`config.mk`:
```
export PLATFORM = sky130hd
export DESIGN_NAME = serial_peri_rx_flat
export DESIGN_NICKNAME = d
export VERILOG_FILES = /design/src/rtl/serial_peri_rx_pkg.sv /design/src/rtl/serial_peri_rx_if.sv /design/src/rtl/serial_peri_rx_sync_fifo.sv /design/src/rtl/serial_peri_rx.sv /design/src/flat_wrapper.sv
export SDC_FILE = /design/constraint.sdc
export NUM_CORES = 1
export LEC_CHECK = 0
export BUFFER_PORTS_ARGS = -buffer_cell sky130_fd_sc_hd__buf_2
export CORE_UTILIZATION = 45
export CTS_CLUSTER_SIZE = 10
export DETAILED_ROUTE_END_ITERATION = 10
export GPL_ROUTABILITY_DRIVEN = 0
export PLACE_DENSITY = 0.63
export RECOVER_POWER = 50
export SLEW_MARGIN = 40
export SYNTH_ARGS = -nofsm -noshare
export SYNTH_HDL_FRONTEND = slang
export SYNTH_HIERARCHICAL = 1
export SYNTH_SLANG_ARGS = --single-unit
```
`constraint.sdc`:
```
create_clock -name clock -period 1.8 [get_ports clock]
set_input_delay 0.18 -clock clock [delete_from_list [all_inputs] [get_ports clock]]
set_output_delay 0.18 -clock clock [all_outputs]
set_load 0.01 [all_outputs]
```
`src/rtl/serial_peri_rx_pkg.sv`:
```
// Shared types and default sizing for the serial peripheral receiver.
// The receiver FSM states and the default frame and buffer sizes live here.
package serial_peri_rx_pkg;

   localparam int DEF_FRAME_BITS = 16;
   localparam int DEF_FIFO_DEPTH = 4;

   typedef enum logic [1:0] {
      IDLE  = 2'd0,
      SHIFT = 2'd1,
      DONE  = 2'd2
   } rx_state_t;

endpackage

```
`src/rtl/serial_peri_rx_if.sv`:
```
// Received-word stream interface.
// Plain valid/ready handshake carrying one assembled frame per beat.
interface serial_peri_rx_if
   import serial_peri_rx_pkg::*;
#(
   parameter int W = DEF_FRAME_BITS
) ();

   logic [W-1:0] out_data;
   logic         out_valid;
   logic         out_ready;

   modport master (output out_data, output out_valid, input out_ready);
   modport slave  (input out_data, input out_valid, output out_ready);

endinterface

```
`src/rtl/serial_peri_rx_sync_fifo.sv`:
```
// Single-clock FIFO with registered head word and valid.
// The head register is reloaded every cycle from the post-update read pointer.
module sync_fifo
   import serial_peri_rx_pkg::*;
#(
   parameter int WIDTH = DEF_FRAME_BITS,
   parameter int DEPTH = DEF_FIFO_DEPTH
) (
   input  logic             clock,
   input  logic             reset,
   input  logic             wr_en,
   input  logic [WIDTH-1:0] wr_data,
   output logic             full,
   output logic             rd_valid,
   input  logic             rd_ready,
   output logic [WIDTH-1:0] rd_data
);

   localparam int AW = $clog2(DEPTH);

   logic [WIDTH-1:0] mem [DEPTH];
   logic [AW:0]      wr_ptr_reg;
   logic [AW:0]      rd_ptr_reg;
   logic [AW:0]      wr_ptr_next;
   logic [AW:0]      rd_ptr_next;
   logic             valid_reg;
   logic [WIDTH-1:0] head_reg;
   logic             pop;
   logic             push;
   logic             bypass;

   assign full = (wr_ptr_reg[AW] != rd_ptr_reg[AW]) &&
                 (wr_ptr_reg[AW-1:0] == rd_ptr_reg[AW-1:0]);
   assign pop  = valid_reg && rd_ready;
   // A pop frees a slot in the same cycle, so a full FIFO can still accept.
   assign push = wr_en && (!full || pop);

   assign wr_ptr_next = push ? wr_ptr_reg + 1'b1 : wr_ptr_reg;
   assign rd_ptr_next = pop  ? rd_ptr_reg + 1'b1 : rd_ptr_reg;
   // The slot being written becomes the new head: take it straight from the input.
   assign bypass = push && (wr_ptr_reg[AW-1:0] == rd_ptr_next[AW-1:0]);

   always_ff @(posedge clock) begin
      if (push) begin
         mem[wr_ptr_reg[AW-1:0]] <= wr_data;
      end
   end

   always_ff @(posedge clock or negedge reset) begin
      if (!reset) begin
         wr_ptr_reg <= '0;
         rd_ptr_reg <= '0;
         valid_reg  <= 1'b0;
         head_reg   <= '0;
      end else begin
         wr_ptr_reg <= wr_ptr_next;
         rd_ptr_reg <= rd_ptr_next;
         valid_reg  <= (wr_ptr_next != rd_ptr_next);
         head_reg   <= bypass ? wr_data : mem[rd_ptr_next[AW-1:0]];
      end
   end

   assign rd_valid = valid_reg;
   assign rd_data  = head_reg;

endmodule

```
`src/rtl/serial_peri_rx.sv`:
```
// Serial peripheral frame receiver: synchronizes p_clock/p_data/p_cs, assembles
// MSB-first frames of FRAME_BITS bits and queues complete words in a FIFO.
module serial_peri_rx
   import serial_peri_rx_pkg::*;
#(
   parameter int FRAME_BITS = DEF_FRAME_BITS,
   parameter int FIFO_DEPTH = DEF_FIFO_DEPTH
) (
   input  logic              clock,
   input  logic              reset,
   input  logic              p_clock,
   input  logic              p_data,
   input  logic              p_cs,
   serial_peri_rx_if.master  out_if,
   output logic              frame_err,
   output logic              overflow,
   output logic              busy
);

   localparam int            CW       = $clog2(FRAME_BITS + 1);
   localparam logic [CW-1:0] LAST_CNT = CW'(FRAME_BITS - 1);

   // Bit 1 is chip select (idles high), bit 0 is the serial clock.
   logic [1:0] edge_sync1_reg;
   logic [1:0] edge_sync2_reg;
   logic [1:0] edge_dly_reg;
   logic       data_sync1_reg;
   logic       data_sync2_reg;

   logic sclk_rise;
   logic cs_fall;
   logic cs_rise;

   logic [1:0] settle_reg;
   logic       armed_reg;

   rx_state_t           state_reg;
   rx_state_t           state_next;
   logic [CW-1:0]       count_reg;
   logic [CW-1:0]       count_next;
   logic [FRAME_BITS-1:0] shift_reg;
   logic [FRAME_BITS-1:0] shift_next;
   logic [FRAME_BITS-1:0] shifted;
   logic                wr_en_reg;
   logic                wr_en_next;
   logic                frame_err_reg;
   logic                frame_err_next;
   logic                overflow_reg;
   logic                fifo_full;

   always_ff @(posedge clock or negedge reset) begin
      if (!reset) begin
         edge_sync1_reg <= 2'b10;
         edge_sync2_reg <= 2'b10;
         edge_dly_reg   <= 2'b10;
         data_sync1_reg <= 1'b0;
         data_sync2_reg <= 1'b0;
      end else begin
         edge_sync1_reg <= {p_cs, p_clock};
         edge_sync2_reg <= edge_sync1_reg;
         edge_dly_reg   <= edge_sync2_reg;
         data_sync1_reg <= p_data;
         data_sync2_reg <= data_sync1_reg;
      end
   end

   assign sclk_rise = edge_sync2_reg[0] && !edge_dly_reg[0];
   assign cs_fall   = !edge_sync2_reg[1] && edge_dly_reg[1];
   assign cs_rise   = edge_sync2_reg[1] && !edge_dly_reg[1];

   // The idle-high reset value of the cs flops fakes a fall when p_cs is already
   // low at release; only arm once the synchronizer holds a genuine high.
   always_ff @(posedge clock or negedge reset) begin
      if (!reset) begin
         settle_reg <= 2'd0;
         armed_reg  <= 1'b0;
      end else begin
         if (settle_reg != 2'd2) begin
            settle_reg <= settle_reg + 2'd1;
         end
         if (settle_reg == 2'd2 && edge_sync2_reg[1]) begin
            armed_reg <= 1'b1;
         end
      end
   end

   assign shifted = {shift_reg[FRAME_BITS-2:0], data_sync2_reg};

   always_comb begin
      state_next     = state_reg;
      count_next     = count_reg;
      shift_next     = shift_reg;
      wr_en_next     = 1'b0;
      frame_err_next = 1'b0;
      case (state_reg)
         IDLE: begin
            if (armed_reg && cs_fall) begin
               state_next = SHIFT;
               count_next = '0;
               shift_next = '0;
            end
         end
         SHIFT: begin
            if (sclk_rise && count_reg == LAST_CNT) begin
               shift_next = shifted;
               count_next = count_reg + 1'b1;
               wr_en_next = 1'b1;
               state_next = cs_rise ? IDLE : DONE;
            end else if (cs_rise) begin
               state_next     = IDLE;
               frame_err_next = (count_reg != '0);
            end else if (sclk_rise) begin
               shift_next = shifted;
               count_next = count_reg + 1'b1;
            end
         end
         DONE: begin
            if (cs_rise) begin
               state_next = IDLE;
            end
         end
         default: begin
            state_next = IDLE;
         end
      endcase
   end

   always_ff @(posedge clock or negedge reset) begin
      if (!reset) begin
         state_reg     <= IDLE;
         count_reg     <= '0;
         shift_reg     <= '0;
         wr_en_reg     <= 1'b0;
         frame_err_reg <= 1'b0;
         overflow_reg  <= 1'b0;
      end else begin
         state_reg     <= state_next;
         count_reg     <= count_next;
         shift_reg     <= shift_next;
         wr_en_reg     <= wr_en_next;
         frame_err_reg <= frame_err_next;
         overflow_reg  <= wr_en_reg && fifo_full && !(out_if.out_valid && out_if.out_ready);
      end
   end

   // shift_reg still holds the completed word in the write cycle.
   sync_fifo #(
      .WIDTH (FRAME_BITS),
      .DEPTH (FIFO_DEPTH)
   ) u_fifo (
      .clock    (clock),
      .reset    (reset),
      .wr_en    (wr_en_reg),
      .wr_data  (shift_reg),
      .full     (fifo_full),
      .rd_valid (out_if.out_valid),
      .rd_ready (out_if.out_ready),
      .rd_data  (out_if.out_data)
   );

   assign frame_err = frame_err_reg;
   assign overflow  = overflow_reg;
   assign busy      = (state_reg != IDLE);

endmodule

```
`src/flat_wrapper.sv`:
```
// flat-port wrapper written by rule: the top's interface ports become plain ports
module serial_peri_rx_flat import serial_peri_rx_pkg::*;
#(
   parameter int FRAME_BITS = DEF_FRAME_BITS,
   parameter int FIFO_DEPTH = DEF_FIFO_DEPTH
)
  (clock, reset, p_clock, p_data, p_cs, frame_err, overflow, busy, out_if_out_data, out_if_out_valid, out_if_out_ready);
  serial_peri_rx_if #(.W(16)) out_if_i ();
  input  logic clock;
  input  logic reset;
  input  logic p_clock;
  input  logic p_data;
  input  logic p_cs;
  output logic frame_err;
  output logic overflow;
  output logic busy;
  output wire logic [$bits(out_if_i.out_data)-1:0] out_if_out_data;
  output wire logic [$bits(out_if_i.out_valid)-1:0] out_if_out_valid;
  input wire logic [$bits(out_if_i.out_ready)-1:0] out_if_out_ready;
  assign out_if_out_data = out_if_i.out_data;
  assign out_if_out_valid = out_if_i.out_valid;
  assign out_if_i.out_ready = out_if_out_ready;
  serial_peri_rx #(.FRAME_BITS(FRAME_BITS), .FIFO_DEPTH(FIFO_DEPTH)) u_core (.clock(clock), .reset(reset), .p_clock(p_clock), .p_data(p_data), .p_cs(p_cs), .out_if(out_if_i), .frame_err(frame_err), .overflow(overflow), .busy(busy));
endmodule
```
Yosys cells after proc, flatten, opt, wreduce, memory -nomap -nowiden
Memory sizes are Yosys's and may differ from the RTL's. A register that Yosys moved wholly into a read port is not among the register bits.
Index checks and enable logic that the tools add are counted.
- equality and inequality tests: 11
- muxes and demuxes: 24
- $add $sub $neg: 4
- reductions and logical operators: 23
- operators with widths (kind ; number):
    $mux 16 ; 4
    $pmux 16 s2 ; 1
    $mux 5 ; 4
    $logic_and 1x1->1 ; 11
    $pmux 5 s2 ; 1
    $mux 2 ; 4
    $mux 1 ; 7
    $add 3x1->3 const B ; 2
    $logic_not 1->1 ; 6
    $mux 3 ; 2
    $pmux 2 s3 ; 1
    $add 5x1->5 const B ; 1
    $eq 5x4->1 const B ; 1
    $reduce_bool 5->1 ; 1
    $eq 2x2->1 const B ; 2
    $reduce_and 4->1 ; 1
    $reduce_bool 2->1 ; 2
    $ne 3x1->1 const B ; 1
    $ne 3x3->1 ; 1
    $ne 3x3->1 const B ; 1
    $add 2x1->2 const B ; 1
    $eq 2x1->1 const B ; 1
    $eq 2x2->1 ; 1
    $logic_not 2->1 ; 1
    other kinds (4) ; 4
- register bits: 44
- memory bits (writable): 64
- output and inout port bits: 20
- logic and storage cells: 79
- memories: 1
- memories (memory ; depth ; width ; read ports ; clocked after memory_dff ; wr ports ; RTL line ; RTL):
    u_core.u_fifo.mem ; 4 ; 16 ; 1 ; 1 ; 1 ; serial_peri_rx_sync_fifo.sv:21 ; logic [WIDTH-1:0] mem [DEPTH];

Depth between registers and ports, before layout
- depth in word-level cells: 7
- gate-level depth with buffers: 8
- depth with buffers taken out: 7

Modules after synthesis
The synthesis kept the hierarchy.
- modules (own cells, without submodules) (module ; cells each ; times used ; seq. area each (µm²) ; area an instance (µm²)):
    sync_fifo ; 226 ; 1 ; 2497.4 ; 3870.0
    serial_peri_rx ; 148 ; 1 ; 929.6 ; 1609.0

Least setup slack after synthesis
OpenSTA, ideal clock, no wires.
- path type: register to register
- start: reg u_core.u_fifo.rd_ptr_reg[0]
- end: reg u_core.u_fifo.valid_reg (netlist: u_core/u_fifo/rd_valid)
- arrival time: 1.893 ns
- stages on the path, launching flop included: 6
- library setup time: 0.087 ns
- required time: 1.713 ns
- path slack: -0.180 ns
- period minus slack after synthesis: 1.980 ns
- cells stage by stage: dfrtp_1 buf_8 xnor2_2 a41oi_2 xnor3_1 o211ai_1
- word-level cells in the longest chain between the ends: 7
- elaborated cells between the ends (all ways): 9
- classes of those cells: 1 x add/sub; 2 x eq/ne; 2 x mux; 4 x reduce/logical
- ends and longest elaborated chain (element ; RTL line ; RTL):
    start, declared ; serial_peri_rx_sync_fifo.sv:23 ; logic [AW:0] rd_ptr_reg;
    start signal, assigned ; serial_peri_rx_sync_fifo.sv:57 ; rd_ptr_reg <= rd_ptr_next;
    $eq 2x2->1 ; serial_peri_rx_sync_fifo.sv:33 ; (wr_ptr_reg[AW-1:0] == rd_ptr_reg[AW-1:0]);
    $logic_and 1x1->1 ; serial_peri_rx_sync_fifo.sv:32 ; assign full = (wr_ptr_reg[AW] != rd_ptr_reg[AW]) &&
    $logic_not 1->1 ; serial_peri_rx_sync_fifo.sv:36 ; assign push = wr_en && (!full || pop);
    $logic_or 1x1->1 ; serial_peri_rx_sync_fifo.sv:36 ;
    $logic_and 1x1->1 ; serial_peri_rx_sync_fifo.sv:36 ;
    $mux 3 ; serial_peri_rx_sync_fifo.sv:38 ; assign wr_ptr_next = push ? wr_ptr_reg + 1'b1 : wr_ptr_reg;
    $ne 3x3->1 (*) ; serial_peri_rx_sync_fifo.sv:58 ; valid_reg <= (wr_ptr_next != rd_ptr_next);
    end signal, assigned ; serial_peri_rx_sync_fifo.sv:58 ;
    end, declared ; serial_peri_rx_sync_fifo.sv:26 ; logic valid_reg;
Mark *: on every way between the ends. The rest lies on a longest branch, timed or not.
A chain may end at the register's enable or synchronous reset.

Worst setup path after layout
- start: reg u_core.u_fifo.rd_ptr_reg[0]
- end: reg u_core.u_fifo.head_reg[1] (netlist: u_core/u_fifo/rd_data[1]), read port of u_core.u_fifo.mem
- word-level cells in the longest chain between the ends: 2
- ends and longest elaborated chain (element ; RTL line ; RTL):
    $add 3x1->3 ; serial_peri_rx_sync_fifo.sv:39 ; assign rd_ptr_next = pop ? rd_ptr_reg + 1'b1 : rd_ptr_reg;
    $mux 3 (*) ; serial_peri_rx_sync_fifo.sv:39 ;
    end, declared ; serial_peri_rx_sync_fifo.sv:27 ; logic [WIDTH-1:0] head_reg;
Marks and branches as above.

==> flow_metrics.tcl <==
set metrics [dict create \
    status "complete, but fails checks" \
    violations "design-rule violations, negative setup slack" \
    synthCells 374 \
    maxCapViolations 0 \
    diodes 0 \
    yosysUniqueCellTypes 62 \
    grt-ovfl-total 0 \
    antenna_found_initial 0 \
    die_y_um 112 \
    slowest_stage "dfrtp_2" \
    grt.total_usage 0.206 \
    slew_headroom 0.429 \
    dr.pass1.iters 9 \
    power_w 0.0101 \
    dp.cells 564 \
    synth_area_sq_mm 0.00548 \
    fillers 845 \
    final_core_util 0.612 \
    grt_first_pass_wirelength_mm 19.3 \
    rsz0062_at_grt "yes" \
    cts_root_buf "clkbuf_16" \
    grt_pass1_vias 3632 \
    rr_worst_depth 7 \
    post-place-ws_ns -0.124 \
    drtAntennaViolNets 0 \
    cts_tree "yes" \
    final_nets 471 \
    start_util 0.470 \
    numCtsBuffers 17 \
    row_count 39 \
    synth_ff_type "edfxtp_1" \
    layout_common_cells "64 x edfxtp_1, 55 x dfrtp_1, 32 x mux2i_1, 29 x buf_4, 26 x buf_2" \
    synth_compound_gate_area_share 0.132 \
    drv_slew 0 \
    path_delay_family "flip-flops" \
    area_delta_synth_final_pct 30.3 \
    worstSetupPathDepth 7 \
    synth_seq_cells 124 \
    avgRoutedWirePerCell_um 19.4 \
    fin_setup_tns_ns -1.66 \
    largest_register_ffs 64 \
    setup_ws_ns -0.0736 \
    power_leakage_nw 2.94 \
    synth_top_family_by_area "compound AO/OA/AOI/OAI gates" \
    vias 3474 \
    grt_max_degree 61 \
    ir_worst_vdd_v 0.000772 \
    avgSynthCellArea_sq_um 14.6 \
    synth_fa_ha_area_frac 0.0206 \
    cts_sinks 124 \
    clock_latency_ns 0.41 \
    yosysWarnings 6 \
    synth_xor_xnor_area_share 0.0285 \
    synth_mux_area_frac 0.105 \
    period_needed_ns 1.87 \
    yosysSeqAreaShare 0.625 \
    p_sw_w 0.00295 \
    swShare 0.291 \
    setup_viol 37 \
    drc 2 \
    power.density_mw_per_mm2 1420 \
    reg2reg_slack_ns -0.07 \
    viasPerCell 5.68 \
    clockBufferDepth 2 \
    worst_pin_slew_ns 0.857 \
    fp.dieArea_sq_mm 0.0126 \
    cts.clk_slew.worst_paths_ns 0.06 \
    cts_htree_levels 4 \
    fmax_mhz 534 \
    synth_edf_count 64 \
    crit_path_max_incr_delay_ns 0.43 \
    synth_fp_nets 389 \
    worstPathArrival_ns 2.16 \
    timing.final.crit_share 1.04 \
    worstPathCellList "ha_4, nand3_4, buf_4, mux2i_4, buf_2, a221o_1, mux2_4" \
    final-hold-violation-count 0 \
    synth_simple_gate_area_share 0.0573 \
    critPathLaunch "u_core/u_fifo/rd_ptr_reg[0]" \
    crit_type "reg2reg" \
    reg2reg_from "u_core/u_fifo/rd_ptr_reg[0]" \
    startpoint_type "flip-flop" \
    combPwrFrac 0.343 \
    finalWirelength_mm 11.9 \
    portBuffers 25 \
    end_kind "flip-flop" \
    die_width_um 112 \
    min_path_type "in2reg" \
    reg2reg_to "u_core/u_fifo/rd_data[1]" \
    multi_input_area_sq_mm 0.00212 \
    crit_path_end "u_core/u_fifo/rd_data[1]" \
    clock-skew-final_ns 0.0125 \
    coreArea_sq_mm 0.0117 \
    crit_fanout 5 \
    layout-drive-gt1-share 0.397 \
    io_pins 26 \
    clockPowerShare 0.319 \
    cp_num_buf_inv 2 \
    internal_power_w 0.00719 \
    dp_hpwl_mm 6.49 \
    fin_cells 612 \
    ys_async_sr_fraction 0.484 \
    register_area_sq_mm 0.00343 \
    drt_iter0_drc 180 \
    final_common_cell "edfxtp_1" \
    worstPathRequired_ns 2.09 \
    power_frac_seq 0.338 \
]
cell type report:
class | instances | share of cell area
repair buffers | 83 | 0.114
inverters | 8 | 0.00421
clock inverters | 12 | 0.0172
multi-input cells | 222 | 0.297
clock buffers | 20 | 0.0626
flip-flops and latches | 124 | 0.480
well taps | 143 | 0.0251
timing repair:
action,CTS,global route
endpoints found under the hold margin,60,0
cloned,4,1
setup endpoints to repair,85,83
setup buffers,6,2
pin swaps,12,7
gates resized for setup,48,20
hold buffers,4,0
stage by stage:
step                cell area (sq um)  hold WS (ns)
detailed placement               6130         0.221
finish                           7140        0.0923
global route                     7140         0.124
CTS                              7050        0.0672
global placement                 6110         0.217
floorplan                        5510        -0.116
worst min-delay path by stage:
stage,end,start,slack (ns),cells past startpoint
global placement,u_core/overflow,reset,0.22,2
floorplan,u_core/armed_reg,reset,-0.12,0
global route,u_core/overflow,out_if_out_ready,0.12,2
finish,u_core/overflow,out_if_out_ready,0.09,2
detailed placement,u_core/overflow,reset,0.22,2
CTS,u_core/overflow,out_if_out_ready,0.07,2
power by group through the flow:
stage          registers, W  clock network, W  logic (W)
5_1_grt             0.00345           0.00342    0.00374
6_report            0.00342           0.00324    0.00348
2_1_floorplan       0.00355                 0    0.00200
3_3_place_gp        0.00345                 0    0.00303
4_1_cts             0.00342           0.00330    0.00337
3_5_place_dp        0.00346                 0    0.00306
routing by layer:
metal,GRT usage,vias to the layer above,part of all wire
met5,0,-,0
met4,0.0933,0,0.018
met3,0.0470,21,0.034
met2,0.351,73,0.51
met1,0.251,1760,0.43
li1,-,1620,-
kinds of logic (layout without fill, tap and decap cells):
group                      after synthesis  in the layout
muxes                                   51             51
xor gates and xnor gates                13             13
DFF                                    124            124
buffers and inverters                   28            123
adders and majority gates                9              9
AOI/OAI and AO/OA                       92             92
and+or+nand+nor                         57             57
cell usage after synthesis (all sizes together) (3+ instances only):
cell type,n,area (sq um)
o41ai,3,41.3
and2,4,25.0
mux2i,35,358
inv,8,30.0
clkbuf,5,48.8
o31ai,18,135
mux2,16,218
ha,9,113
dfstp,3,78.8
nand2,22,82.6
xor2,4,42.6
o21ai,22,110
a21oi,4,23.8
nand3,4,25.0
a221o,16,171
dfrtp,57,1430
xnor2,7,68.8
a21o,3,23.8
and3,4,31.3
o22ai,16,100
nor2,7,28.8
buf,15,91.3
edfxtp,64,1920
Note: power is estimated with default switching activity, not from simulation.
